--- config.mk ---
export PLATFORM = sky130hd
export DESIGN_NAME = i2c_req_arbiter
export DESIGN_NICKNAME = d
export VERILOG_FILES = /design/src/rtl/i2c_pkg.sv /design/src/rtl/rr_pick.sv /design/src/rtl/i2c_req_arbiter.sv
export SDC_FILE = /design/constraint.sdc
export NUM_CORES = 1
export LEC_CHECK = 0
export CAP_MARGIN = 20
export CORE_MARGIN = 2
export CORE_UTILIZATION = 45
export CTS_CLUSTER_SIZE = 28
export DETAILED_ROUTE_END_ITERATION = 8
export PLACE_DENSITY = 0.95
export SLEW_MARGIN = 20
export SYNTH_ARGS = -nofsm -noshare
export SYNTH_HDL_FRONTEND = slang
export SYNTH_SLANG_ARGS = --single-unit
--- constraint.sdc ---
create_clock -name sys_clk -period 4 [get_ports sys_clk]
set_clock_uncertainty 0.15 [all_clocks]
set_input_delay 0.6 -clock sys_clk [delete_from_list [all_inputs] [get_ports sys_clk]]
set_output_delay 0.6 -clock sys_clk [all_outputs]
set_load 0.005 [all_outputs]
--- src/rtl/i2c_pkg.sv ---
// i2c_pkg: shared state type and field widths for the I2C request arbiter
package i2c_pkg;
  typedef enum logic [1:0] {IDLE, LAUNCH, WAIT, DONE} arb_state_t;
  localparam int I2C_ADDR_W = 8;
  localparam int I2C_DATA_W = 8;
  localparam int DEF_TIMEOUT = 1023;
endpackage

--- src/rtl/rr_pick.sv ---
// rr_pick: combinational round-robin selector, first valid index at or above ptr with wrap
module rr_pick #(
  parameter int N = 4,
  localparam int IW = $clog2(N)
) (
  input  logic [N-1:0]  valid,
  input  logic [IW-1:0] ptr,
  output logic          any,
  output logic [IW-1:0] idx,
  output logic [N-1:0]  onehot
);
  logic [IW-1:0] j;
  always_comb begin
    idx = '0;
    j = '0;
    for (int k = N - 1; k >= 0; k--) begin
      j = IW'((int'(ptr) + k) % N);
      if (valid[j]) idx = j;
    end
    any = |valid;
    onehot = any ? N'(1) << idx : '0;
  end
endmodule

--- src/rtl/i2c_req_arbiter.sv ---
// i2c_req_arbiter: round-robin sharing of one I2C master engine among NUM_REQ requesters
module i2c_req_arbiter import i2c_pkg::*; #(
  parameter int NUM_REQ = 4,
  parameter int TIMEOUT = DEF_TIMEOUT,
  localparam int IW = $clog2(NUM_REQ),
  localparam int CW = $clog2(TIMEOUT + 1)
) (
  input  logic                           sys_clk,
  input  logic                           rst,
  input  logic [NUM_REQ-1:0]             req_valid,
  input  logic [NUM_REQ*I2C_ADDR_W-1:0]  req_addr,
  input  logic [NUM_REQ*I2C_DATA_W-1:0]  req_data,
  input  logic [NUM_REQ-1:0]             req_wr,
  output logic [NUM_REQ-1:0]             req_ready,
  output logic [NUM_REQ-1:0]             rsp_done,
  output logic [NUM_REQ-1:0]             rsp_err,
  output logic [I2C_ADDR_W-1:0]          m_addr,
  output logic [I2C_DATA_W-1:0]          m_data,
  output logic                           m_wr_bit,
  output logic                           m_run,
  input  logic                           m_busy,
  input  logic                           m_nack,
  output logic [IW-1:0]                  gnt_id,
  output logic                           arb_busy
);
  arb_state_t state, state_nx;
  logic [CW-1:0] cnt;
  logic [IW-1:0] ptr, pick_idx;
  logic [NUM_REQ-1:0] pick_oh, own_oh;
  logic pick_any, nack_f, err, err_nx, tmo;

  rr_pick #(.N(NUM_REQ)) u_pick (
    .valid(req_valid), .ptr(ptr), .any(pick_any), .idx(pick_idx), .onehot(pick_oh)
  );

  assign tmo = cnt == CW'(TIMEOUT);

  // counter restarts on every state change and saturates at TIMEOUT
  always_ff @(posedge sys_clk)
    if (!rst) begin
      state <= IDLE;
      cnt <= '0;
    end else begin
      state <= state_nx;
      cnt <= state_nx != state ? '0 : cnt + CW'(!tmo);
    end

  always_ff @(posedge sys_clk)
    if (!rst) begin
      ptr <= '0;
      gnt_id <= '0;
      own_oh <= '0;
      m_addr <= '0;
      m_data <= '0;
      m_wr_bit <= 1'b0;
      nack_f <= 1'b0;
      err <= 1'b0;
    end else begin
      if (state == IDLE && pick_any) begin
        ptr <= pick_idx == IW'(NUM_REQ - 1) ? '0 : pick_idx + IW'(1);
        gnt_id <= pick_idx;
        own_oh <= pick_oh;
        m_addr <= req_addr[pick_idx*I2C_ADDR_W +: I2C_ADDR_W];
        m_data <= req_data[pick_idx*I2C_DATA_W +: I2C_DATA_W];
        m_wr_bit <= req_wr[pick_idx];
      end
      nack_f <= state == WAIT && (nack_f || (m_nack && m_busy));
      err <= err_nx;
    end

  always_comb begin
    state_nx = state;
    err_nx = err;
    case (state)
      IDLE: if (pick_any) state_nx = LAUNCH;
      LAUNCH:
        if (m_busy) state_nx = WAIT;
        else if (tmo) begin
          state_nx = DONE;
          err_nx = 1'b1;
        end
      WAIT:
        if (!m_busy) begin
          state_nx = DONE;
          err_nx = nack_f;
        end else if (tmo) begin
          state_nx = DONE;
          err_nx = 1'b1;
        end
      default: state_nx = IDLE;
    endcase
  end

  // first LAUNCH cycle is the only one with cnt at zero, giving the accept pulse
  always_comb begin
    m_run = state == LAUNCH;
    arb_busy = state != IDLE;
    req_ready = state == LAUNCH && cnt == '0 ? own_oh : '0;
    rsp_done = state == DONE ? own_oh : '0;
    rsp_err = state == DONE && err ? own_oh : '0;
  end
endmodule

**Word-level counts from Yosys, hierarchy flattened**

Cells that the tools add are included.

- Shift-type cells: 3
- Reductions and logical operators: 14
- Bitwise operators: 1
- $add $sub $neg: 5
- Eq/ne operators: 7
- Order comparisons: 5
- Multiplexer cells: 28

Operators with widths:

| kind | number |
|---|---|
| variable part select 32 x 6 -> 8 bit | 2 |
| 2-to-1 mux 2 bit | 9 |
| 2-to-1 mux 4 bit | 4 |
| < comparator 2 x 3 -> 1 bit, second input constant | 5 |
| adder 10 x 1 -> 10 bit | 1 |
| binary-select mux 1 bit (select 2 bit) | 5 |
| equality test 10 bit, second input constant | 1 |
| zero test 10 bit | 1 |
| 2-to-1 mux 1 bit | 8 |
| equality test 2 bit, second input constant | 3 |
| one-hot mux 2 bit (3 select lines) | 1 |
| logical AND 1 bit | 5 |
| adder 2 x 1 -> 2 bit, second input constant | 2 |
| adder 2 bit, second input constant | 2 |
| nonzero test 2 bit | 2 |
| OR reduction 4 bit | 1 |
| left shift 1 x 2 -> 4 bit, first input constant | 1 |
| equality test 2 x 1 -> 1 bit, second input constant | 1 |
| zero test 2 bit | 1 |
| inequality test 2 bit | 1 |
| inequality test 2 bit, second input constant | 1 |
| one-hot mux 1 bit (2 select lines) | 1 |
| AND reduction 2 bit | 1 |
| OR reduction 2 bit | 1 |
| 3 further kinds | 3 |

- Register bits after elaboration: 39
- Output and inout port bits: 33
- Input port bits: 76
- Logic and storage cells: 73

**Longest topological paths before layout**

- Depth in word-level cells: 9
- Mapped depth: 9

**Cells and area by module**

A second synthesis with hierarchy kept.

- Cells, all modules: 254
- Area, all modules: 2,358.5 um2

By module, submodules not included:

| module | cells each | area an instance (um2) | instances |
|---|---|---|---|
| i2c_req_arbiter | 221 | 2,147.1 | 1 |
| rr_pick | 33 | 211.5 | 1 |

**Worst setup path after synthesis**

OpenSTA, ideal clock, no wires.

- Path kind: input-to-reg
- Start: input req_valid[2]
- End: register ptr[1]
- Data arrival time: 1.729 ns
- Path buffers: 2
- Cell stages on the path: 9
- Setup time: 0.116 ns
- Setup slack: 2.005 ns
- Cell sequence: mux2i_1 > nor2_1 > nor3_2 > buf_6 > buf_8 > inv_2 > ha_1 > nand2_1 > a21boi_1

- Word-level cells in the longest chain between the ends: 8
- Elaborated cells between the ends (all ways): 17

Ends and longest elaborated chain:

| what | line | text |
|---|---|---|
| from (decl) | i2c_req_arbiter.sv:10 | `input logic [NUM_REQ-1:0] req_valid,` |
| binary-select mux 1 bit (select 2 bit) | rr_pick.sv:18 | `if (valid[j]) idx = j;` |
| 2-to-1 mux 1 bit (not written as such) | rr_pick.sv:18 |  |
| 2-to-1 mux 2 bit (3 in series) | rr_pick.sv:18 |  |
| 2-to-1 mux 2 bit * | rr_pick.sv:18 |  |
| named net pick_idx[0] | i2c_req_arbiter.sv:28 | `logic [IW-1:0] ptr, pick_idx;` |
| adder 2 x 1 -> 2 bit / equality test 2 bit (equally long branches) | i2c_req_arbiter.sv:60 | `ptr <= pick_idx == IW'(NUM_REQ - 1) ? '0 : pick_idx + IW'(1);` |
| 2-to-1 mux 2 bit * | i2c_req_arbiter.sv:60 |  |
| to (signal assigned) | i2c_req_arbiter.sv:60 |  |
| to (decl) | i2c_req_arbiter.sv:28 |  |

The timed path passes the listed nets; every way through them passes the cells marked *. The select of a mux whose other input is x is not followed.
A chain may end at the register's enable or synchronous reset.

**Final worst setup path**

- Start: register state[0]
- End: output req_ready[3]

- Word-level cells in the longest chain between the ends: 3

Ends and longest elaborated chain:

| what | line | text |
|---|---|---|
| from (decl) | i2c_req_arbiter.sv:26 | `arb_state_t state, state_nx;` |
| from (signal assigned) | i2c_req_arbiter.sv:44 | `state <= state_nx;` |
| equality test 2 x 1 -> 1 bit | i2c_req_arbiter.sv:98 | `req_ready = state == LAUNCH && cnt == '0 ? own_oh : '0;` |
| logical AND 1 bit | i2c_req_arbiter.sv:98 |  |
| 2-to-1 mux 4 bit | i2c_req_arbiter.sv:98 |  |
| to (decl) | i2c_req_arbiter.sv:14 | `output logic [NUM_REQ-1:0] req_ready,` |

No other way between the ends.

==> flow_summary.ini <==
[outcome]
status = complete, no violations

[place]
place_inst = 408
hpwl_mm = 4.73
post_dp_cell_area_mm2 = 0.00350
port_buffers = 108
gp_congestion = 0.870

[timing]
slew-limit-headroom_pct = 34.9
slew_viol_final = 0
fmax_mhz = 370
finalSetupViolCount = 0
worst_slew_pin_slew_ns = 0.973
post-route-period-util_pct = 67.5
fin_crit_ns = 2.70
grt_setup_unrepaired = false
finalSetupTns_ns = 0
hold_violations = 0
hold_slack_ns = 0.308

[power]
fin_total_pwr_w = 0.00127
max-vdd-ir-drop_uv = 198
p_per_area_mw_per_mm2 = 355
power.leakage_nw = 1.39

[layout]
drive_gt1_share_pct = 15.6
fin_area_mm2 = 0.00358
fillers = 422
areaGrowthSynthToFinish_pct = 47.6
fin_cells = 416
diodes = 0
final_nets = 427

[routing]
viasPerCell = 5.38
wire_per_inst_um = 15.2
first_pass_iters = 4
drt_wl_total_mm = 6.33
drcViolationCount = 0
final_antenna_net_count = 0
drtIter0Drc = 97
vias = 2238

[logic_synthesis]
async_flop_share_pct = 0
syn_area_mm2 = 0.00242
syn_avg_cell_area_um2 = 10.0
synth_flop_cell = dfxtp_1
ys_types = 45
yosys_warnings = 0
ys_seq_area_share_pct = 32.2
ys_ff_latch = 39
synth_nets = 324
syn_inst = 242
synth-edff-count = 0

[cts]
cts_tree = built
root_buffer = clkbuf_8
cts_hold_buf = 0
htreeDepth = 2
ctsLongestPathBuffers = 2
clkTransAtPathRegs_ns = 0.08
cts_setup_buffers = 0
cts_num_sinks = 39
ctsResizeCount = 0
clk_latency_ns = 0.29
cts_buffers = 5

[critical_path]
r2r_cells = 7
startpoint = state[0]$_SDFF_PN0_
reg2reg_slack_ns = 1.75
cp_max_fo = 10
rr_endpoint = ptr[0]$_SDFFE_PN0P_
worstSetupStartpointType = register
crit_arrival_ns = 1.95
worstSetupPathType = reg2out
cp-end-kind = output port
required_ns = 3.25
reg2reg_from = ptr[1]$_SDFFE_PN0P_

[die]
dieArea_mm2 = 0.00599
pin_count = 109
start_util_pct = 47.2
rows = 26
coreArea_mm2 = 0.00514
die_y_um = 77.4
die_w_um = 77.4

[global_route]
overflow = 0
grt_use_total_pct = 21.9
grt_pass1_vias = 2297
grt_max_degree = 40
grt_pass1_wl_mm = 10.7
antenna_found_initial = 0

[worst_hold_path]
hold_start = gnt_id[0]$_SDFFE_PN0P_
worstHoldPathType = reg2reg
hold_path_end = gnt_id[0]$_SDFFE_PN0P_
hold_depth = 2

[flow_run]
drv_cap = 0
## per-stage QoR
stage / setup slack, ns / utilization [%]
2_1_floorplan: 2.00 / -
3_3_place_gp: 1.24 / 68.0
3_5_place_dp: 1.15 / 68.0
4_1_cts: 1.27 / 69.6
5_1_grt: 1.20 / 69.6
6_report: 1.30 / 69.6
## cells in the mapped netlist, types with 3 or more instances
cell	instances	share of area, %
xor2_1	5	1.8
and2_1	7	1.8
a21oi_1	6	1.2
clkbuf_1	4	0.62
buf_4	3	0.93
a221oi_2	17	11
buf_6	4	1.9
nor2_2	11	2.8
dfxtp_1	39	32
nand2_1	18	2.8
a21boi_1	7	2.2
inv_1	6	0.93
nor2_1	6	0.93
ha_1	6	3.1
xnor2_1	3	1.1
and3_1	8	2.1
mux2i_1	35	14
nand3_1	4	0.83
o21ai_0	18	3.7
## registers in the layout, summed over array words and instances (netlist names)
register and count:
cnt 10, err 1, gnt_id 2, m_addr 8
m_data 8, m_wr_bit 1, nack_f 1, own_oh 4
ptr 2, state 2
## critical path, cell delays in order (launching register included)
cell and delay [ns]:
dfxtp_1 0.52, and2b_2 0.26, and4_1 0.25, and2_1 0.14, clkdlybuf4s50_1 0.50
## layer usage
layer | GRT usage, % | part of all wire, % | vias to the layer above
li1 | - | - | 1098
met1 | 24.9 | 40 | 1042
met2 | 40.0 | 51 | 93
met3 | 6.28 | 7.9 | 5
met4 | 5.54 | 1.0 | 0
met5 | 0 | 0 | -
## cells by family after synthesis
group | Yosys count | share of synthesized area, %
buffers and inverters | 22 | 6.09
and+or+nand+nor | 74 | 19.3
muxes | 35 | 14.5
xor gates and xnor gates | 8 | 2.89
adders and majority gates | 6 | 3.10
DFF | 39 | 32.2
AOI/OAI and AO/OA | 58 | 21.9
## power by group
part / leakage, nW / internal, W / switching (W)
registers: 0.321 / 0.000444 / 0.0000429
clock network: 0.0422 / 0.000122 / 0.000132
logic: 1.03 / 0.000276 / 0.000254
## cell type report
type / count / area [µm²] / share of cell area [%]
multi-input combinational: 181 / 1500 / 42.0
timing repair buffer: 110 / 1100 / 30.6
sequential: 39 / 781 / 21.8
tap: 70 / 87.6 / 2.45
clock buffer: 7 / 76.3 / 2.13
inverter: 8 / 30.0 / 0.839
clock inverter: 1 / 5.00 / 0.140
## how the worst max path moves through the flow
stage                                      to  slack [ns]  cells after the start
final                            req_ready[3]        1.30                      4
after global routing             req_ready[3]        1.20                      4
after CTS                        req_ready[3]        1.27                      4
after detailed placement  ptr[0]$_SDFFE_PN0P_        1.15                      8
after global placement    ptr[0]$_SDFFE_PN0P_        1.24                      8
after floorplan           ptr[1]$_SDFFE_PN0P_        2.00                      9
## cell usage in the layout (no fill, tap or decap), types with 3 or more instances in the layout
cell type,netlist,routed
a21boi_1,7,7
a21oi_1,6,6
a221oi_2,17,17
and2_1,7,7
and3_1,8,8
clkbuf_8,0,5
clkdlybuf4s50_1,0,108
dfxtp_1,39,39
ha_1,6,6
inv_1,6,6
mux2i_1,35,35
nand2_1,18,18
nand3_1,4,4
nor2_1,6,6
nor2_2,11,11
o21ai_0,18,18
xnor2_1,3,3
xor2_1,5,5
No activity file was read; power rests on OpenSTA's default activity.
